===== src/rtl/aes_block_loader.sv =====
// aes_block_loader
//   Collects a byte stream into a parallel AES-128 key and plaintext block.
//   The first 16 accepted bytes fill key0..key15, the next 16 fill
//   ptext0..ptext15. The block is then held for the downstream AES stage
//   until out_ready. With key_keep set at that handshake, the next block
//   loads plaintext only and reuses the stored key.
//
// Ports
//   sys_clk, sys_rst_n    : clock, asynchronous active-low reset
//   in_data/in_valid/in_ready : byte input; a byte moves when valid && ready
//   key_keep              : sampled at the output handshake; skips the key phase
//   clear                 : synchronous abort back to FILL with byte_cnt = 0
//   key0..key15           : registered key bytes
//   ptext0..ptext15       : registered plaintext bytes
//   out_valid/out_ready   : block output; out_valid is a flop (state == HOLD)
//   byte_cnt              : index of the next byte to be accepted
//
// Handshake semantics (both sides): a transfer happens on a rising edge where
// valid and ready are both high. Ready may be asserted before valid. Valid is
// never a combinational function of ready on the same interface.
//
// The FSM state is observable directly: out_valid is exactly (state == HOLD).
module aes_block_loader (
  input  logic       sys_clk,
  input  logic       sys_rst_n,
  input  logic [7:0] in_data,
  input  logic       in_valid,
  output logic       in_ready,
  input  logic       key_keep,
  input  logic       clear,
  output logic [7:0] key0,  key1,  key2,  key3,
  output logic [7:0] key4,  key5,  key6,  key7,
  output logic [7:0] key8,  key9,  key10, key11,
  output logic [7:0] key12, key13, key14, key15,
  output logic [7:0] ptext0,  ptext1,  ptext2,  ptext3,
  output logic [7:0] ptext4,  ptext5,  ptext6,  ptext7,
  output logic [7:0] ptext8,  ptext9,  ptext10, ptext11,
  output logic [7:0] ptext12, ptext13, ptext14, ptext15,
  output logic       out_valid,
  input  logic       out_ready,
  output logic [5:0] byte_cnt
);

  typedef enum logic {FILL = 1'b0, HOLD = 1'b1} state_t;

  state_t     state_q, state_d;
  logic [5:0] cnt_q,   cnt_d;
  logic [7:0] key_q   [16];
  logic [7:0] key_d   [16];
  logic [7:0] ptext_q [16];
  logic [7:0] ptext_d [16];
  logic       accept;

  // in_ready is the only unregistered output; it never looks at in_valid.
  assign in_ready = (state_q == FILL) && !clear;
  assign accept   = in_valid && in_ready;

  always_comb begin
    state_d = state_q;
    cnt_d   = cnt_q;
    key_d   = key_q;
    ptext_d = ptext_q;

    if (clear) begin
      // Registers are left stale on purpose; only the fill position resets.
      state_d = FILL;
      cnt_d   = 6'd0;
    end else if (accept) begin
      // Bit 4 of the count selects key (0..15) versus plaintext (16..31);
      // the low four bits are the byte index within either half.
      if (cnt_q[4]) ptext_d[cnt_q[3:0]] = in_data;
      else          key_d[cnt_q[3:0]]   = in_data;
      if (cnt_q == 6'd31) begin
        state_d = HOLD;
        cnt_d   = 6'd0;
      end else begin
        cnt_d   = cnt_q + 6'd1;
      end
    end else if ((state_q == HOLD) && out_ready) begin
      state_d = FILL;
      cnt_d   = key_keep ? 6'd16 : 6'd0;
    end
  end

  always_ff @(posedge sys_clk or negedge sys_rst_n) begin
    if (!sys_rst_n) begin
      state_q <= FILL;
      cnt_q   <= 6'd0;
      for (int i = 0; i < 16; i++) begin
        key_q[i]   <= 8'h00;
        ptext_q[i] <= 8'h00;
      end
    end else begin
      state_q <= state_d;
      cnt_q   <= cnt_d;
      key_q   <= key_d;
      ptext_q <= ptext_d;
    end
  end

  assign out_valid = (state_q == HOLD);
  assign byte_cnt  = cnt_q;

  assign key0  = key_q[0];   assign key1  = key_q[1];
  assign key2  = key_q[2];   assign key3  = key_q[3];
  assign key4  = key_q[4];   assign key5  = key_q[5];
  assign key6  = key_q[6];   assign key7  = key_q[7];
  assign key8  = key_q[8];   assign key9  = key_q[9];
  assign key10 = key_q[10];  assign key11 = key_q[11];
  assign key12 = key_q[12];  assign key13 = key_q[13];
  assign key14 = key_q[14];  assign key15 = key_q[15];

  assign ptext0  = ptext_q[0];   assign ptext1  = ptext_q[1];
  assign ptext2  = ptext_q[2];   assign ptext3  = ptext_q[3];
  assign ptext4  = ptext_q[4];   assign ptext5  = ptext_q[5];
  assign ptext6  = ptext_q[6];   assign ptext7  = ptext_q[7];
  assign ptext8  = ptext_q[8];   assign ptext9  = ptext_q[9];
  assign ptext10 = ptext_q[10];  assign ptext11 = ptext_q[11];
  assign ptext12 = ptext_q[12];  assign ptext13 = ptext_q[13];
  assign ptext14 = ptext_q[14];  assign ptext15 = ptext_q[15];

endmodule


===== config.mk =====
export PLATFORM = sky130hd
export DESIGN_NAME = aes_block_loader
export DESIGN_NICKNAME = d
export VERILOG_FILES = /design/src/rtl/aes_block_loader.sv
export SDC_FILE = /design/constraint.sdc
export NUM_CORES = 1
export LEC_CHECK = 0
export ABC_AREA = 1
export CAP_MARGIN = 20
export CELL_PAD_IN_SITES_DETAIL_PLACEMENT = 1
export CELL_PAD_IN_SITES_GLOBAL_PLACEMENT = 1
export CORE_UTILIZATION = 37
export CTS_CLUSTER_SIZE = 40
export DETAILED_ROUTE_END_ITERATION = 10
export HOLD_SLACK_MARGIN = 0.02
export PLACE_DENSITY = 0.81
export SLEW_MARGIN = 20
export SYNTH_ARGS = -nofsm -noshare
export SYNTH_HDL_FRONTEND = slang
export SYNTH_SLANG_ARGS = --single-unit

===== constraint.sdc =====
create_clock -name sys_clk -period 2 [get_ports sys_clk]
set_clock_uncertainty 0.1 [all_clocks]
set_input_delay 0.2 -clock sys_clk [delete_from_list [all_inputs] [get_ports sys_clk]]
set_output_delay 0.2 -clock sys_clk [all_outputs]
set_load 0.01 [all_outputs]

Yosys cells after proc, flatten, opt, wreduce, memory -nomap -nowiden --
Cells that the tools add are included.
Storage, ports and cells: bits in registers 263, word-level logic and storage cells 65
Operators by class: add/subtract/negate cells 1, $lt $le $gt $ge 2, equal/unequal tests 2, mux-type cells 13, bitwise gates (word level) 4, reduce and logical (&&, ||, !) cells 9
Operators by type and width (number):
- $bwmux 128 | 2
- $demux 8 s4 | 1
- $mux 6 | 4
- $mux 8 | 1
- $add 6x1->6 const B | 1
- $eq 6x5->1 const B | 1
- $reduce_and 3->1 | 2
- $ge 5x5->1 const B | 1
- $lt 5x1->1 const B | 1
- $mux 5 | 1
- $not 4->5 | 1
- $logic_and 1x1->1 | 4
- $mux 1 | 4
- $ne 3x2->1 const B | 1
- $not 1->1 | 3
- $reduce_bool 3->1 | 1
- $reduce_and 2->1 | 1
- $logic_not 1->1 | 1

Longest topological paths before layout --
word-level depth 6, depth in mapped cells 8, gate-level depth less buffers 8

Least setup slack after synthesis --
Ideal clock, no wire load.
path type register to register, from register cnt_q[0], in the netlist byte_cnt[0], to register key_q, in the netlist key8[0], setup time 123 ps, arrival 1516 ps, data required time 1777 ps, slack 261 ps, stages on the path, launching flop included 7, period minus slack after synthesis 1739 ps, cells stage by stage dfrtp_1 inv_1 ha_1 nand3_2 clkbuf_1 o21ai_0 nand2_1
On the way: longest elaborated chain between the ends 6, elaborated cells between the ends (all ways) 7
RTL lines:
- from (decl) | line 47 | logic [5:0] cnt_q, cnt_d;
- from (signal assigned) | line 95 | cnt_q <= cnt_d;
- $not 4->5 (implied by the code) (*) | line 72 | else key_d[cnt_q[3:0]] = in_data;
- $ge 5x5->1 (implied by the code) or $lt 5x1->1 (tied branches) | line 72
- $logic_and 1x1->1 (implied by the code) | line 72
- $mux 8 (implied by the code) | line 72
- $demux 8 s4 (*) | line 72
- $bwmux 128 (*) | line 72
- to (signal assigned) | line 96 | key_q <= key_d;
- to (decl) | line 48 | logic [7:0] key_q [16];
Mark *: on every way between the ends. The rest lies on a longest branch, timed or not. A chain may end at the register's enable or synchronous reset.

Worst setup path in the final report --
from register state_q, in the netlist out_valid, to output out_valid
RTL lines:
- from (decl) | line 46 | state_t state_q, state_d;
- from (signal assigned) | line 94 | state_q <= state_d;
- to (decl) | line 39 | output logic out_valid,
No word-level cell between the ends.

==> results.yml <==
pwr:
  swShare: 0.268
  seqPwrFrac: 0.448
  vdd_ir_drop_max_v: 0.000556
  clkPwrFrac: 0.394
  p_switching_mw: 3.65
  internal-power_mw: 9.98
  p_comb_frac: 0.158
  p_leak_nw: 7.66
  power_mw: 13.6
  power.density_mw_per_mm2: 889
setup_path:
  cp_top_family: "buffers and inverters"
  cp_cell_sequence: "buf_4 -> clkdlybuf4s50_1"
  arrival_ns: 1.62
  critical-path-slowest-cell: "clkdlybuf4s50_1"
  worst-path-buf-inv: 2
  critPathMaxFanout: 3
  crit_path_start_kind: "flip-flop"
  cp.required_ns: 1.70
  path_class: "flip-flop to primary output"
  worstSetupEndpointType: "primary output"
  slowest_delay_ns: 0.55
synth:
  ys_warn_count: 0
  syn-cell-area_sq_mm: 0.0109
  ys_seq_elements: 263
  synthCells: 1213
  synthArstFlopShare: 1.00
  synthDistinctLibCells: 25
  avgSynthCellArea_sq_um: 9.02
  synth_edf_count: 0
  ys_seq_area_frac: 0.602
  synth_flop_cell: "dfrtp_1"
  synth_fp_nets: 1231
floorplanning:
  num_rows: 62
  die_w_um: 174
  die_h_um: 174
  core_sq_mm: 0.0289
  io_pins: 278
  dieArea_sq_mm: 0.0302
  initial_utilization: 0.379
clocking:
  clkLatencyLatePin_ns: 0.53
  cts_buffers: 29
  root_buffer: "clkbuf_16"
  clk_pin_slew_ns: 0.06
  clock-sinks: 263
  cts_max_path_buffers: 3
  cts_tree: "built"
  cts_htree_levels: 1
timing:
  fin_tns_setup_ns: 0
  timing_hold_violations_final: 0
  setup_slack_ns: 0.0796
  rsz0062_at_grt: "no"
  slew_headroom: 0.596
  fin_crit_sh: 0.960
  slew_viol_final: 0
  setup_viol: 0
  holdWs_ns: 0.0434
  clock.fmax_mhz: 521
  min_period_ns: 1.92
  worst_slew_pin_slew_ns: 0.607
final_layout:
  syn_to_final_growth_pct: 40.1
  drive_above_1_share: 0.107
  antenna-diode-count: 0
  final_util: 0.531
  fin_nets: 1506
detailed_routing:
  vias_per_cell: 5.12
  vias: 9690
  wl_met1_mm: 16.4
  wirelength_mm: 38.1
  drtAntennaViolNets: 0
  wire_per_inst_um: 20.1
  met3_length_mm: 2.49
  met2_wirelength_mm: 18.3
  highest_layer: "met4"
  drc: 0
  dr.pass1.iters: 4
  first_iter_violations: 602
global_routing:
  first_global_vias: 10231
  grt-ovfl-total: 0
  grt_pass1_wl_mm: 59.6
  track_usage: 0.251
  antenna_found_initial: 0
  grt_start_max_net_pins: 74
job:
  max-cap-violations: 0
placement:
  place_ws_ns: -0.00496
  post-dp-hpwl_mm: 25.0
  port_buffers: 277
  place_congestion: 0.784
hold_path:
  hold_class: "primary input to flip-flop"
outcome:
  status: "complete, no violations"
## tightest hold or removal path, cell delays in order
cell and delay, ns:
buf_2 0.26, nand2_1 0.13, nand2_1 0.05
## through the flow
step,std cells,instance area (sq um)
after floorplan,1213,10900
after CTS,1894,15300
after detailed placement,1837,14200
after global placement,1837,14200
final,1894,15300
after global routing,1894,15300
## power groups by stage
stage,combinational (mW),sequential (mW),clock [mW]
after floorplan,0.575,6.28,0
after global placement,2.09,6.18,0
after global routing,2.32,6.14,5.66
final,2.15,6.11,5.36
after detailed placement,2.15,6.20,0
after CTS,2.17,6.11,5.45
## area by class of cell
cell class,instances,area (sq um)
clock buffer,40,847
clock inverter,13,118
timing repair buffer,317,3220
multi-input combinational,864,4020
tap,384,480
sequential,263,6590
inverter,13,51.3
fill,3277,13500
## kinds of logic after synthesis
family                     after synthesis  synth area share
xor gates and xnor gates                 1          0.000801
and+or+nand+nor                        596             0.236
DFF                                    263             0.602
adders and majority gates                4           0.00458
buffers and inverters                   86            0.0367
AOI/OAI and AO/OA                      263             0.120
## worst paths after layout
kind | from | endpoint | slack, ns | depth (start not counted)
worst min register to register | ptext0[4] | ptext0[4] | 0.38 | 2
worst min-delay path | in_data[7] | ptext9[7] | 0.04 | 3
worst max register to register | byte_cnt[0] | key0[3] | 0.16 | 6
max in group asynchronous | sys_rst_n | byte_cnt[3] | 1.06 | 3
min in group asynchronous | sys_rst_n | ptext3[7] | 0.08 | 2
worst max-delay path | out_valid | out_valid | 0.08 | 2
## cell usage in the layout (no fill, tap or decap)
cell type        netlist  final
nand2_1              530    530
buf_8                  0      1
buf_12                 0     14
a21oi_1                1      1
nand3_4                0      3
clkinv_2               0     10
inv_1                  7      7
o21ai_1               55     55
o21ai_0              206    206
dlygate4sd2_1          0      2
inv_4                  1      1
clkbuf_8               0      8
nor2_8                 2      2
o22ai_1                1      1
nand2_2                5      4
dlygate4sd3_1          0      3
ha_2                   0      3
xnor2_1                1      1
dfrtp_1              263    260
inv_2                  5      5
buf_2                 17      8
clkbuf_16              0     29
nor2_1                 6      6
nor2_4                22     28
nand4_1                1      1
ha_1                   4      1
dlymetal6s2s_1         0      1
clkinvlp_4             0      1
nand3_2                8      5
buf_4                  1     23
dfrtp_2                0      3
nand3_1                6      6
clkbuf_1              44      3
bufinv_16              0      2
nor2_2                10      4
clkdlybuf4s50_1        0    265
nand2_4                6      7
## cell usage after synthesis (2+ instances only)
cell,n,share of area
buf_2,17,0.0078
buf_6,6,0.0062
clkbuf_1,44,0.015
clkbuf_2,5,0.0023
dfrtp_1,263,0.60
ha_1,4,0.0046
inv_1,7,0.0024
inv_2,5,0.0017
nand2_1,530,0.18
nand2_2,5,0.0029
nand2_4,6,0.0062
nand3_1,6,0.0027
nand3_2,8,0.0073
nor2_1,6,0.0021
nor2_2,10,0.0057
nor2_4,22,0.023
nor2_8,2,0.0037
o21ai_0,206,0.094
o21ai_1,55,0.025
## timing repair
item | 4_1_cts | 5_1_grt
gates resized for setup | 5 | 14
setup endpoints to repair | 4 | 61
buffers inserted | 1 | 0
hold buffers | 3 | 0
hold endpoints to repair | 274 | 0
## layer usage
| layer | vias to the layer above | global-route usage |
|---|---|---|
| li1 | 4450 | - |
| met1 | 4882 | 0.328 |
| met2 | 296 | 0.421 |
| met3 | 62 | 0.0566 |
| met4 | 0 | 0.0683 |
| met5 | - | 0 |
Power figures use the tool's default switching activity.
